[config.mk]
export PLATFORM = sky130hd
export DESIGN_NAME = program_loader
export DESIGN_NICKNAME = d
export VERILOG_FILES = /design/src/rtl/program_loader_pkg.sv /design/src/rtl/program_loader.sv
export SDC_FILE = /design/constraint.sdc
export NUM_CORES = 1
export LEC_CHECK = 0
export BUFFER_PORTS_ARGS = -buffer_cell sky130_fd_sc_hd__buf_4
export CAP_MARGIN = 20
export CORE_MARGIN = 2
export CORE_UTILIZATION = 46
export CTS_BUF_LIST = sky130_fd_sc_hd__clkbuf_2
export CTS_CLUSTER_SIZE = 30
export DETAILED_ROUTE_END_ITERATION = 6
export MAX_ROUTING_LAYER = met4
export PLACE_DENSITY = 0.77
export SLEW_MARGIN = 20
export SYNTH_ARGS = -nofsm -noshare
export SYNTH_HDL_FRONTEND = slang
export SYNTH_SLANG_ARGS = --single-unit
[constraint.sdc]
create_clock -name clk -period 1.3 [get_ports clk]
set_clock_uncertainty 0.05 [all_clocks]
set_input_delay 0.26 -clock clk [delete_from_list [all_inputs] [get_ports clk]]
set_output_delay 0.26 -clock clk [all_outputs]
set_load 0.02 [all_outputs]
[src/rtl/program_loader_pkg.sv]
// Shared definitions for the program store path: load FSM encoding and
// default widths used by the loader, controller and instruction memory.
package program_loader_pkg;

    localparam int LD_DATA_W = 5;
    localparam int LD_OP_W   = 5;
    localparam int LD_ADDR_W = 4;
    localparam int LD_DEPTH  = 16;

    typedef enum logic [2:0] {
        IDLE    = 3'd0,
        GET_OP  = 3'd1,
        GET_VAL = 3'd2,
        WRITE   = 3'd3,
        DONE    = 3'd4,
        ERR     = 3'd5
    } load_state_t;

endpackage

[src/rtl/program_loader.sv]
// Program loader: packs a 5-bit word stream into (opcode, operand) pairs and
// writes each pair into the program store through a single write port.
//
// Handshake: a stream word transfers on a rising edge where in_valid and
// in_ready are both high; in_ready depends only on the FSM state (high in
// GET_OP and GET_VAL) and in_data/in_last are ignored when nothing transfers.
module program_loader
    import program_loader_pkg::*;
#(
    parameter int DATA_W = LD_DATA_W,
    parameter int OP_W   = LD_OP_W,
    parameter int ADDR_W = LD_ADDR_W,
    parameter int DEPTH  = LD_DEPTH
) (
    input  logic              clk,
    input  logic              rst_n,
    input  logic              start,
    input  logic              in_valid,
    output logic              in_ready,
    input  logic [DATA_W-1:0] in_data,
    input  logic              in_last,
    output logic              wr_en,
    output logic [ADDR_W-1:0] wr_addr,
    output logic [OP_W-1:0]   wr_op,
    output logic [DATA_W-1:0] wr_val,
    output logic              busy,
    output logic              load_done,
    output logic              load_err,
    output logic [ADDR_W:0]   prog_len,
    output logic [2:0]        dbg_state
);

    localparam logic [ADDR_W-1:0] LAST_ADDR = ADDR_W'(DEPTH - 1);

    load_state_t       state;
    load_state_t       state_n;
    logic              load_start;
    logic [ADDR_W-1:0] addr_cnt;
    logic [OP_W-1:0]   op_q;
    logic [DATA_W-1:0] val_q;
    logic              last_q;

    // State register; reset drops straight to IDLE so wr_en falls at once.
    always_ff @(posedge clk or negedge rst_n) begin
        if (!rst_n) begin
            state <= IDLE;
        end else begin
            state <= state_n;
        end
    end

    // Next-state and state-decoded outputs.
    always_comb begin
        state_n    = state;
        in_ready   = 1'b0;
        wr_en      = 1'b0;
        busy       = 1'b0;
        load_done  = 1'b0;
        load_err   = 1'b0;
        load_start = 1'b0;
        case (state)
            IDLE: begin
                if (start) begin
                    load_start = 1'b1;
                    state_n    = GET_OP;
                end
            end
            GET_OP: begin
                in_ready = 1'b1;
                busy     = 1'b1;
                if (in_valid) begin
                    // A program may only end on an operand word.
                    state_n = in_last ? ERR : GET_VAL;
                end
            end
            GET_VAL: begin
                in_ready = 1'b1;
                busy     = 1'b1;
                if (in_valid) begin
                    state_n = WRITE;
                end
            end
            WRITE: begin
                wr_en = 1'b1;
                busy  = 1'b1;
                if (last_q) begin
                    state_n = DONE;
                end else if (addr_cnt == LAST_ADDR) begin
                    state_n = ERR;
                end else begin
                    state_n = GET_OP;
                end
            end
            DONE: begin
                load_done = 1'b1;
                if (start) begin
                    load_start = 1'b1;
                    state_n    = GET_OP;
                end
            end
            ERR: begin
                load_err = 1'b1;
                if (start) begin
                    load_start = 1'b1;
                    state_n    = GET_OP;
                end
            end
            default: begin
                state_n = IDLE;
            end
        endcase
    end

    // Word capture, address counter and program length.
    always_ff @(posedge clk or negedge rst_n) begin
        if (!rst_n) begin
            addr_cnt <= '0;
            prog_len <= '0;
            op_q     <= '0;
            val_q    <= '0;
            last_q   <= 1'b0;
        end else begin
            if (load_start) begin
                addr_cnt <= '0;
                prog_len <= '0;
                last_q   <= 1'b0;
            end
            if (state == GET_OP && in_valid) begin
                // Opcode words keep only their low OP_W bits.
                op_q <= in_data[OP_W-1:0];
            end
            if (state == GET_VAL && in_valid) begin
                val_q  <= in_data;
                last_q <= in_last;
            end
            if (state == WRITE) begin
                addr_cnt <= addr_cnt + 1'b1;
                prog_len <= prog_len + 1'b1;
            end
        end
    end

    assign wr_addr   = addr_cnt;
    assign wr_op     = op_q;
    assign wr_val    = val_q;
    assign dbg_state = state;

endmodule

After elaboration in Yosys (flattened, before gate mapping)
Cells that the tools add are included.
{"block": "classes", "add_sub_neg": 2, "n_mul": 0, "mux": 20, "eq_ne": 9, "magnitude_cmp": 0, "n_div": 0, "bitwise": 0, "reduce_logical": 9, "shifts": 0}
{"op": "2-to-1 mux 3 bit", "count": 6}
{"op": "case mux 3 bit (4 select lines)", "count": 1}
{"op": "2-to-1 mux 5 bit", "count": 2}
{"op": "2-to-1 mux 1 bit", "count": 9}
{"op": "2-to-1 mux 4 bit", "count": 2}
{"op": "equality test 3 x 2 -> 1 bit (second input constant)", "count": 2}
{"op": "equality test 3 bit (second input constant)", "count": 2}
{"op": "OR reduction 3 bit", "count": 2}
{"op": "adder 5 x 1 -> 5 bit (second input constant)", "count": 1}
{"op": "adder 4 x 1 -> 4 bit (second input constant)", "count": 1}
{"op": "equality test 4 bit (second input constant)", "count": 1}
{"op": "inequality test 2 bit (second input constant)", "count": 2}
{"op": "nonzero test 2 bit", "count": 2}
{"op": "equality test 3 x 1 -> 1 bit (second input constant)", "count": 1}
{"op": "zero test 3 bit", "count": 1}
{"op": "AND reduction 3 bit", "count": 1}
{"op": "logical AND 1 bit", "count": 2}
{"op": "inequality test 2 x 1 -> 1 bit (second input constant)", "count": 1}
{"op": "OR reduction 2 bit", "count": 1}
{"block": "word_totals", "romBits": 0, "regBits": 23, "word_cells": 46, "latchBits": 0, "mem_count": 0, "out_inout_bits": 27, "in_bits": 10, "ramBits": 0}

Longest topological paths before layout
{"block": "logic_depth", "depth_word": 5, "depth_mapped": 5, "depth_no_buf": 5}

Worst setup path after synthesis
Ideal clock, no wire load.
{"block": "synth_path", "path_kind": "flip-flop to flip-flop", "startpoint": "register state[1], in the netlist dbg_state[1]", "endpoint": "register state[0], in the netlist dbg_state[0]", "setup_ns": 0.128, "t_arrival_ns": 1.763, "path_stages_with_launch": 6, "required_ns": 1.122, "period_less_slack_ns": 1.940, "slack_ns": -0.640, "n_path_buf": 1, "cell_sequence": "dfrtp_1 > buf_4 > nand2b_2 > a21oi_1 > a21o_1 > mux2_1"}
{"block": "synth_between", "elab_chain_cells": 4, "elab_cells_between_ends": 12, "cone_classes": "8 x eq/ne; 1 x mux; 3 x reduce/logical"}
{"item": "from (decl)", "line_no": "program_loader.sv:35", "rtl": "load_state_t state;"}
{"item": "from (signal assigned)", "line_no": "program_loader.sv:48", "rtl": "state <= state_n;"}
{"item": "equality test 3 bit / zero test 3 bit (equally long branches)", "line_no": "program_loader.sv:61", "rtl": "case (state)"}
{"item": "OR reduction 3 bit (no source line)"}
{"item": "inequality test 2 x 1 -> 1 bit (no source line)"}
{"item": "AND reduction 3 bit (no source line)"}
Several ways; a longest one is shown, not always the timed one.
A chain may end at the register's enable or synchronous reset.

Worst setup path in the final report
{"block": "layout_path", "startpoint": "register state[1], in the netlist dbg_state[1]", "endpoint": "output port in_ready"}
{"block": "layout_between", "elab_chain_cells": 3, "elab_cells_between_ends": 4, "cone_classes": "2 x eq/ne; 1 x mux; 1 x reduce/logical"}
{"item": "equality test 3 x 1 -> 1 bit / equality test 3 x 2 -> 1 bit (equally long branches)", "line_no": "program_loader.sv:61"}
{"item": "OR reduction 2 bit (no source line) (*)"}
{"item": "2-to-1 mux 1 bit (*)", "line_no": "program_loader.sv:61"}
{"item": "to (decl)", "line_no": "program_loader.sv:19", "rtl": "output logic in_ready,"}
Mark *: on every way between the ends. The rest lies on a longest branch, timed or not.

==> metrics <==
n_diodes=0; drt wl/cell=just over 20 µm; share of cells above drive strength 1=0.6994; CTS HTree Levels=1; warnings from Yosys=0; worst vdd ir=around 2.1 mV; Worst R2R Start=dbg_state[1]; Worst Hold Path Cells=2; post-synth top area share=0.5374; GPL Wtd Cong=~0.74; DR vias=1078; row count=17; Yosys top cell by area=dfrtp_1; #FFs+latches synth=23; Arrival @ worst endpoint=1420 ps; total core area=2212 µm²; Vias/cell=between 5 and 6; pin count of the biggest net entering global routing=24; Avg Cell Area, Syn=~12 µm²; fin crit share=1.329; Final min period=approximately 1700 ps; Worst Hold Endpoint=wr_op[0]; final slew viol count=0; Final setup violation count=36; leakage power total=1.005 nW; endpoints failing hold=0; Worst-Margin Slew=between 300 and 400 ps; die area=roughly 2700 µm²; hold wc startpoint=in_data[0]; flop-to-flop setup slack=-390 ps; CP Capture Type=primary output; insertion delay to the later sink of the worst-skew pair=~360 ps; clock buffer depth=2; Synthesized Nets=roughly 100; first-pass GRT wire length=roughly 5300 µm; RSZ-0062 raised after global routing=true; post-synthesis sequential area ratio=0.5374; Crit Path Category=flop to primary output; vias in the first global route=1078; Pwr per Cell Area=2348 nW/µm²; CTS tree=built; status=finished, violations left; initial core utilization=0.4842; Post-Synthesis Cells=90; sum of negative setup slack=-8177 ps; Hold Crit Class=input pin to flop; Critical Path Source Type=flop; Post-DP HPWL=between 1500 and 2000 µm; top fanout value on the critical path=6; clock root buffer=clkbuf_2; Initial DRC Count=17; number of top-level pins=37; Netlist cell types=30; Placed Area=1516 µm²; max cap viols=0; Cell Count Post-Placement=around 170; number of buffers created by CTS=3; total design power=~4.7 mW; Die X=between 50 and 60 µm; synth top area cells=dfrtp_1 (54%), mux2_2 (11%), a21oi_1 (3.3%); FF-to-FF path depth=6; Total GRT Usage=0.2766; Worst Path Required=approximately 1000 ps; setup slack after layout=-427.8 ps; Initial DRT Pass Iterations=4; Hold WS=about 74 ps; relative slew slack=0.7883; DP Worst Slack=-179.0 ps; post-layout util=0.9038; Detail Route Antenna Nets=0; Residual DRC=0; initial antenna violation count=0; Design Area, Final=roughly 2000 µm²; area growth from synthesis to layout=86.68%; total gr overflow=0; Max Fclk=0.5788 GHz; Netlist Area Pre-Place=1071 µm²; clock slew at reported path FFs=roughly 230 ps; Die H=approximately 52 µm; NumNets Final=about 190; Critical R2R Capture=dbg_state[0]; Critical Path Start=dbg_state[1]; Buffers on Ports=36; clk sinks=23; violated checks=setup timing; non-filler instance count after layout=roughly 200; Detailed Route WL=4131 µm
==> state kept, by name (all words and copies together) (netlist names) <==
| name | flops |
|---|---|
| dbg_state | 3 |
| wr_op | 5 |
| prog_len | 5 |
| wr_val | 5 |
| wr_addr | 4 |
| last_q | 1 |
==> where the power goes <==
part,leakage (nW),internal [mW],switching [mW]
sequential,0.286,0.974,0.214
combinational,0.703,1.74,1.47
clock,0.0164,0.0697,0.236
==> per-layer routing <==
layer  wire length, µm  GRT usage  part of all wire  vias up
met3               119    0.04286             0.029       16
met4               182    0.09402             0.044        0
met1              1624     0.3227              0.39      537
met5                 0          -                 0        -
met2              2204     0.4873              0.53       40
li1                  -          -                 -      485
==> cells by family after synthesis <==
family                   share of synthesized area
XOR/XNOR                                   0.01636
buffers and inverters                      0.02103
AO/OA/AOI/OAI                               0.1121
flip-flops                                  0.5374
AND/OR/NAND/NOR                             0.1449
multiplexers                                0.1449
adder cells (fa/ha/maj)                    0.02336
==> worst max-delay path by stage <==
stage,end,slack (ps)
2_1_floorplan,dbg_state[0],-330
3_3_place_gp,dbg_state[0],-120
3_5_place_dp,dbg_state[0],-180
4_1_cts,in_ready,-350
5_1_grt,in_ready,-470
6_report,in_ready,-430
==> layout by cell type (no fill, tap or decap), types with 2 or more instances in the layout <==
master,n
clkbuf_2,3
xnor2_1,2
nand3_1,4
inv_1,2
nand2b_4,3
nand2_1,2
a21oi_2,2
mux2_4,12
nor3_1,2
dfrtp_2,5
a22o_1,4
ha_1,2
mux2i_1,2
dfrtp_1,18
buf_6,28
a21oi_1,4
buf_4,51
nor2_4,4
o21a_1,2
==> synthesized netlist by cell type <==
master	instances
nand3_1	4
a31oi_1	1
nand2b_1	2
and3_1	1
a21oi_1	7
o21a_1	2
nor2_1	3
nor3_1	4
o31ai_1	1
o21ai_0	1
nor2_2	3
a22o_1	4
or2_1	1
and2b_4	1
inv_1	3
nand2b_2	1
nor3b_2	1
xnor2_1	2
a211o_1	1
buf_4	1
a21o_1	1
nand2_1	3
mux2_1	2
nand2_4	1
or3_1	1
mux2i_1	2
ha_1	2
dfrtp_1	23
inv_2	1
mux2_2	10
==> timing repair <==
action / in CTS / in global routing
hold buffers: 1 / 0
hold endpoints to repair: 23 / 0
pin swaps: 10 / 6
buffers inserted: 16 / 15
resized for setup: 38 / 24
endpoints found under the setup margin: 33 / 40
==> critical path: stages (launching register included) <==
cell and delay, ps:
dfrtp_2 510, nand2b_4 180, a21oi_4 150, buf_6 110, buf_6 100
==> area by class of cell <==
class                      count  area [µm²]
fill                          95       212.7
tap                           28       35.03
clock inverter                 1       5.005
inverter                       4       22.52
timing repair buffer          80       708.2
sequential                    23       581.8
clock buffer                   3       15.01
multi-input combinational     62       631.9
Power figures use the tool's default switching activity.
